$ cat config.mk
export PLATFORM = sky130hd
export DESIGN_NAME = counter_mod_prog
export DESIGN_NICKNAME = d
export VERILOG_FILES = /design/src/rtl/counter_mod_prog_pkg.sv /design/src/rtl/counter_mod_prog_sat_inc.sv /design/src/rtl/counter_mod_prog.sv
export SDC_FILE = /design/constraint.sdc
export NUM_CORES = 1
export LEC_CHECK = 0
export CAP_MARGIN = 5
export CELL_PAD_IN_SITES_DETAIL_PLACEMENT = 2
export CELL_PAD_IN_SITES_GLOBAL_PLACEMENT = 2
export CORE_ASPECT_RATIO = 0.9
export CORE_UTILIZATION = 30
export CTS_CLUSTER_DIAMETER = 40
export CTS_CLUSTER_SIZE = 20
export DETAILED_ROUTE_END_ITERATION = 6
export GPL_ROUTABILITY_DRIVEN = 0
export PLACE_DENSITY_LB_ADDON = 0.1
export SKIP_LAST_GASP = 1
export SYNTH_ARGS = -nofsm -noshare
export SYNTH_HDL_FRONTEND = slang
export SYNTH_SLANG_ARGS = --single-unit
export TNS_END_PERCENT = 5
$ cat constraint.sdc
create_clock -name clk -period 5.8 [get_ports clk]
set_input_delay 1.45 -clock clk [delete_from_list [all_inputs] [get_ports clk]]
set_output_delay 1.45 -clock clk [all_outputs]
set_load 0.01 [all_outputs]
$ cat src/rtl/counter_mod_prog_pkg.sv
`default_nettype none
// ============================================================================
// Module   : counter_pkg
// Purpose  : Shared types and constants for the programmable modulo counter.
// Contents : cnt_state_t FSM state type, wrap-count width, direction codes.
// Revision : 1.0 - initial release
// ============================================================================
package counter_pkg;

  typedef enum logic [1:0] {
    IDLE = 2'd0,
    RUN  = 2'd1,
    DONE = 2'd2
  } cnt_state_t;

  localparam int   WRAPCNT_W = 16;
  localparam logic DIR_UP    = 1'b1;
  localparam logic DIR_DOWN  = 1'b0;

endpackage
`default_nettype wire

$ cat src/rtl/counter_mod_prog_sat_inc.sv
`default_nettype none
// ============================================================================
// Module   : counter_sat_inc
// Purpose  : Saturating event counter with synchronous clear.
// Ports    : clk, rst (async, active-high)
//            inc   - count one event (ignored once all ones)
//            clr   - synchronous clear, wins over inc
//            count - current value
// Revision : 1.0 - initial release
// ============================================================================
module counter_sat_inc #(
  parameter int WIDTH = 16
) (
  input  logic             clk,
  input  logic             rst,
  input  logic             inc,
  input  logic             clr,
  output logic [WIDTH-1:0] count
);

  localparam logic [WIDTH-1:0] ONE = WIDTH'(1);

  always_ff @(posedge clk or posedge rst) begin
    if (rst) begin
      count <= '0;
    end else if (clr) begin
      count <= '0;
    end else if (inc && (count != {WIDTH{1'b1}})) begin
      count <= count + ONE;
    end
  end

endmodule
`default_nettype wire

$ cat src/rtl/counter_mod_prog.sv
`default_nettype none
// ============================================================================
// Module   : counter_mod_prog
// Purpose  : Runtime-programmable modulo counter (range 0..term), up/down,
//            synchronous load, start/stop and one-shot operation.
// Ports    : clk, rst (async, active-high)
//            en, start, stop, oneshot, up, load - control inputs
//            din   - load value, term - terminal value
//            q     - registered count
//            tc    - combinational terminal count for cascading
//            rco   - registered one-cycle wrap pulse
//            busy  - registered, high in RUN
//            done  - registered, high in DONE
//            wraps - saturating wrap count (only with the macro below)
// Options  : COUNTER_MOD_PROG_WRAPCNT_EN adds the wraps[15:0] output.
// Revision : 1.0 - initial release
// ============================================================================
module counter_mod_prog
  import counter_pkg::*;
#(
  parameter int WIDTH = 8
) (
  input  logic             clk,
  input  logic             rst,
  input  logic             en,
  input  logic             start,
  input  logic             stop,
  input  logic             oneshot,
  input  logic             up,
  input  logic             load,
  input  logic [WIDTH-1:0] din,
  input  logic [WIDTH-1:0] term,
  output logic [WIDTH-1:0] q,
  output logic             tc,
  output logic             rco,
  output logic             busy,
  output logic             done
`ifdef COUNTER_MOD_PROG_WRAPCNT_EN
  ,
  output logic [WRAPCNT_W-1:0] wraps
`endif
);

  localparam logic [WIDTH-1:0] ONE = WIDTH'(1);

  cnt_state_t       state, state_n;
  logic [WIDTH-1:0] q_n;
  logic             rco_n;
  logic             wrap_clr;

  always_ff @(posedge clk or posedge rst) begin
    if (rst) begin
      state <= IDLE;
      q     <= '0;
      rco   <= 1'b0;
      busy  <= 1'b0;
      done  <= 1'b0;
    end else begin
      state <= state_n;
      q     <= q_n;
      rco   <= rco_n;
      busy  <= (state_n == RUN);
      done  <= (state_n == DONE);
    end
  end

  // Priority per edge: load > stop > start > count.
  always_comb begin
    state_n  = state;
    q_n      = q;
    rco_n    = 1'b0;
    wrap_clr = 1'b0;
    if (load) begin
      q_n      = din;
      wrap_clr = 1'b1;
    end else if (stop) begin
      state_n = IDLE;
    end else if (start) begin
      state_n  = RUN;
      q_n      = (up == DIR_UP) ? '0 : term;
      wrap_clr = 1'b1;
    end else if ((state == RUN) && en) begin
      if (up == DIR_UP) begin
        // >= rather than == so a loaded value above term recovers at once.
        rco_n = (q >= term);
        q_n   = rco_n ? '0 : q + ONE;
      end else begin
        rco_n = (q == '0);
        q_n   = rco_n ? term : q - ONE;
      end
      if (rco_n && oneshot) begin
        state_n = DONE;
      end
    end
  end

  assign tc = (state == RUN) && en && ((up == DIR_UP) ? (q == term) : (q == '0));

`ifdef COUNTER_MOD_PROG_WRAPCNT_EN
  counter_sat_inc #(
    .WIDTH (WRAPCNT_W)
  ) u_wrapcnt (
    .clk   (clk),
    .rst   (rst),
    .inc   (rco_n),
    .clr   (wrap_clr),
    .count (wraps)
  );
`else
  logic unused_wrap_clr;
  assign unused_wrap_clr = wrap_clr;
`endif

endmodule
`default_nettype wire

==> impl_results.md <==
- Critical path class: primary input to primary output
- Core box area: 4518 um2
- Worst min path class: flop to flop
- Avg WL per Cell: 20.11 um
- WL final: 5430 um
- Syn Inst Count: 178
- IO Count: 36
- Top cell type's share of synthesized area: 22.69%
- Worst path cell trace: clkdlybuf4s50_1 > inv_1 > ha_1 > nand4_1 > o21ai_0 > and2_1 > clkdlybuf4s50_1
- Worst flop-to-flop path endpoint: q[6]
- Sequential-to-total area share from yosys stat: 22.69%
- Final Max Slew Viols: 0
- Worst ir drop on vdd: 0.1104 mV
- Worst slack, placed: 968.3 ps
- Area leader, netlist: dfrtp_1
- Post-layout nets: 244
- ANT nets after route: 0
- Crit share post-route: 83.30%
- Hold-fix buffer count after cts: 0
- Family with the most delay on the worst path: buffers and inverters
- Fin Setup TNS: 0 ps
- CP dominant cell by count: clkdlybuf4s50_1
- Distinct cells, synth: 52
- Num CTS Buffers: 3
- CTS resizes: 0
- I/O Buffers: 35
- Dominant synthesized flop cell: dfrtp_1
- Final instance area: 1861 um2
- CP max stage cell: clkdlybuf4s50_1
- Critical path peak fanout: 3
- Tot GR Track Use: 23.82%
- Cell depth of the worst setup path: 7
- Number of synthesized flops with an enable pin: 0
- Max Clk Rate: 207.0 MHz
- RSZ-0062 raised after global routing: false
- Placed inst area: 1815 um2
- Initial Util: 31.74%
- Die ar.: 5060 um2
- Warnings from Yosys: 0
- # setup viols final: 0
- Fillers: 525
- Area contributors post-synth: dfrtp_1 23%, ha_1 9.6%, inv_1 4.5%, nand2_1 3.9%, o21ai_0 3.8%
- CP Capture Type: primary output
- CTS H-tree lvls: 1
- Setup Buffers After CTS: 0
- R2R setup slack: 2830 ps
- Crit path largest cell delay: 530 ps
- CTS root buf: clkbuf_8
- Crit path arrival time: 3380 ps
- Diode count: 0
- Pre-antenna DRT Iters: 4
- Grt ovf: 0
- First-pass GRT wire length: 8694 um
- Worst setup path endpoint: tc
- Setup crit start kind: primary input
- Row Count: 23
- Layout Area Growth over Synthesis: 29.76%
- Normalized max-slew margin: 47.05%
- Final Hold Fails: 0
- Pleak: 0.7714 nW
- Asr flop ratio synth: 100.0%
- Worst Max-Slew Pin Slew: 785.9 ps
- Number of global-route vias before repair: 1691
- Vias per cell: 5.652
- CTS clk-pin slew, worst paths: 60 ps
- Req. time, crit path: 4350 ps
- CTS tree: yes
- Die Ht: 67.59 um
- First DRT Iteration DRCs: 48
- Seq cells post-synth: 13
- # Max-Cap Violations: 0
- Buf+Inv Stages, Crit Path: 3
- Run status: completed
- Final std cells w/o fill: 270
- Final setup margin: 968.5 ps
- RR Startpoint: q[2]
- Largest net degree at the start of global routing: 19
- PwrDens: 232.5 nW/um2
- Initial antenna violation count: 0
- Post-Route Skew: 8.862 ps
- Worst Setup SP: term[7]
- Vias post-DR: 1526
- Deepest clock path buffer count: 2
- Final Util: 41.18%
- Worst R2R Path Depth: 7
- Avg Synthesized Cell Area: 8.055 um2
- Post-Syn Area: 1434 um2
- Hpwl dp: 4147 um
- Syn nets: 213
- # clock sinks: 13
- Tmin final: 4831 ps
- Latest clock arrival within the worst-skew pair: 250 ps
- # placed instances: 266
- DRC: 0
- Share of cells above drive strength 1: 6.731%
- Die width: 74.88 um
-- layer usage --
| metal | wire, um | vias to the layer above | track usage [%] |
|---|---|---|---|
| li1 | - | 722 | - |
| met1 | 2416 | 771 | 29.04 |
| met2 | 2791 | 27 | 44.26 |
| met3 | 151 | 6 | 3.134 |
| met4 | 71 | 0 | 4.953 |
| met5 | 0 | - | 0 |
-- registers in the layout (all words and copies together), names as in the netlist --
register,cells
done,1
rco,1
state,2
q,8
busy,1
-- layout by cell type, fill, tap and decap left out, types with 2 or more instances in the layout --
master,count
o31ai_1,3
ha_1,11
a221o_1,2
xor2_1,4
nand2b_1,4
dfrtp_1,13
clkdlybuf4s50_1,35
mux2i_1,4
o21ai_0,11
or2_2,2
a2bb2oi_1,2
nor2b_1,3
and2_1,3
a31oi_1,2
a21oi_1,7
nand4_1,3
o221a_2,3
nor3_1,5
nand3_1,4
and3_1,3
a32oi_1,4
nor2_1,11
buf_4,2
nand2_1,15
a21o_1,2
clkbuf_8,3
inv_1,17
nor3b_1,2
xnor2_1,4
-- Yosys cell counts (all sizes together), types with 4 or more instances --
cell type,number
inv,17
nand2,15
dfrtp,13
o21ai,12
ha,11
nor2,11
a21oi,7
buf,6
clkbuf,5
nor3,5
a32oi,4
mux2i,4
nand2b,4
nand3,4
xnor2,4
xor2,4
-- kinds of logic (layout without fill, tap and decap cells) --
family	count (synthesis)	after routing	share of synthesized area, %
flops	13	13	22.69
xor+xnor	8	8	4.886
mux	4	4	2.792
fa+ha+maj	11	11	9.598
simple gates	60	60	22.69
compound gates	54	54	28.62
buf+inv	28	58	8.726
-- area by class of cell --
type | instances | area (um2) | share of cell area [%]
clock buffer | 4 | 45.04 | 2.421
inverter | 17 | 63.81 | 3.430
multi-input combinational | 137 | 983.4 | 52.86
sequential | 13 | 325.3 | 17.48
tap | 62 | 77.57 | 4.169
timing repair buffer | 37 | 365.4 | 19.64
-- report_power, final --
group	switching [W]	internal (W)
clock network	0.0000381	0.0000487
registers	0.0000329	0.000102
logic	0.000108	0.000103
-- worst min path at each step --
stage	startpoint	to	slack, ps	cells past startpoint
final	state[0]	done	500	1
after global routing	state[0]	done	540	1
after CTS	state[0]	done	510	1
after detailed placement	state[0]	done	490	1
after global placement	state[0]	done	470	1
after floorplan	state[0]	done	450	1
-- stage by stage --
stage / power, W / hold slack (ps)
after floorplan: 0.0002599 / 445.4
after global placement: 0.0003352 / 472.5
after CTS: 0.0004364 / 507.1
after detailed placement: 0.0003464 / 494.6
final: 0.0004325 / 500.6
after global routing: 0.0004617 / 536.3
Power figures use the tool's default switching activity.
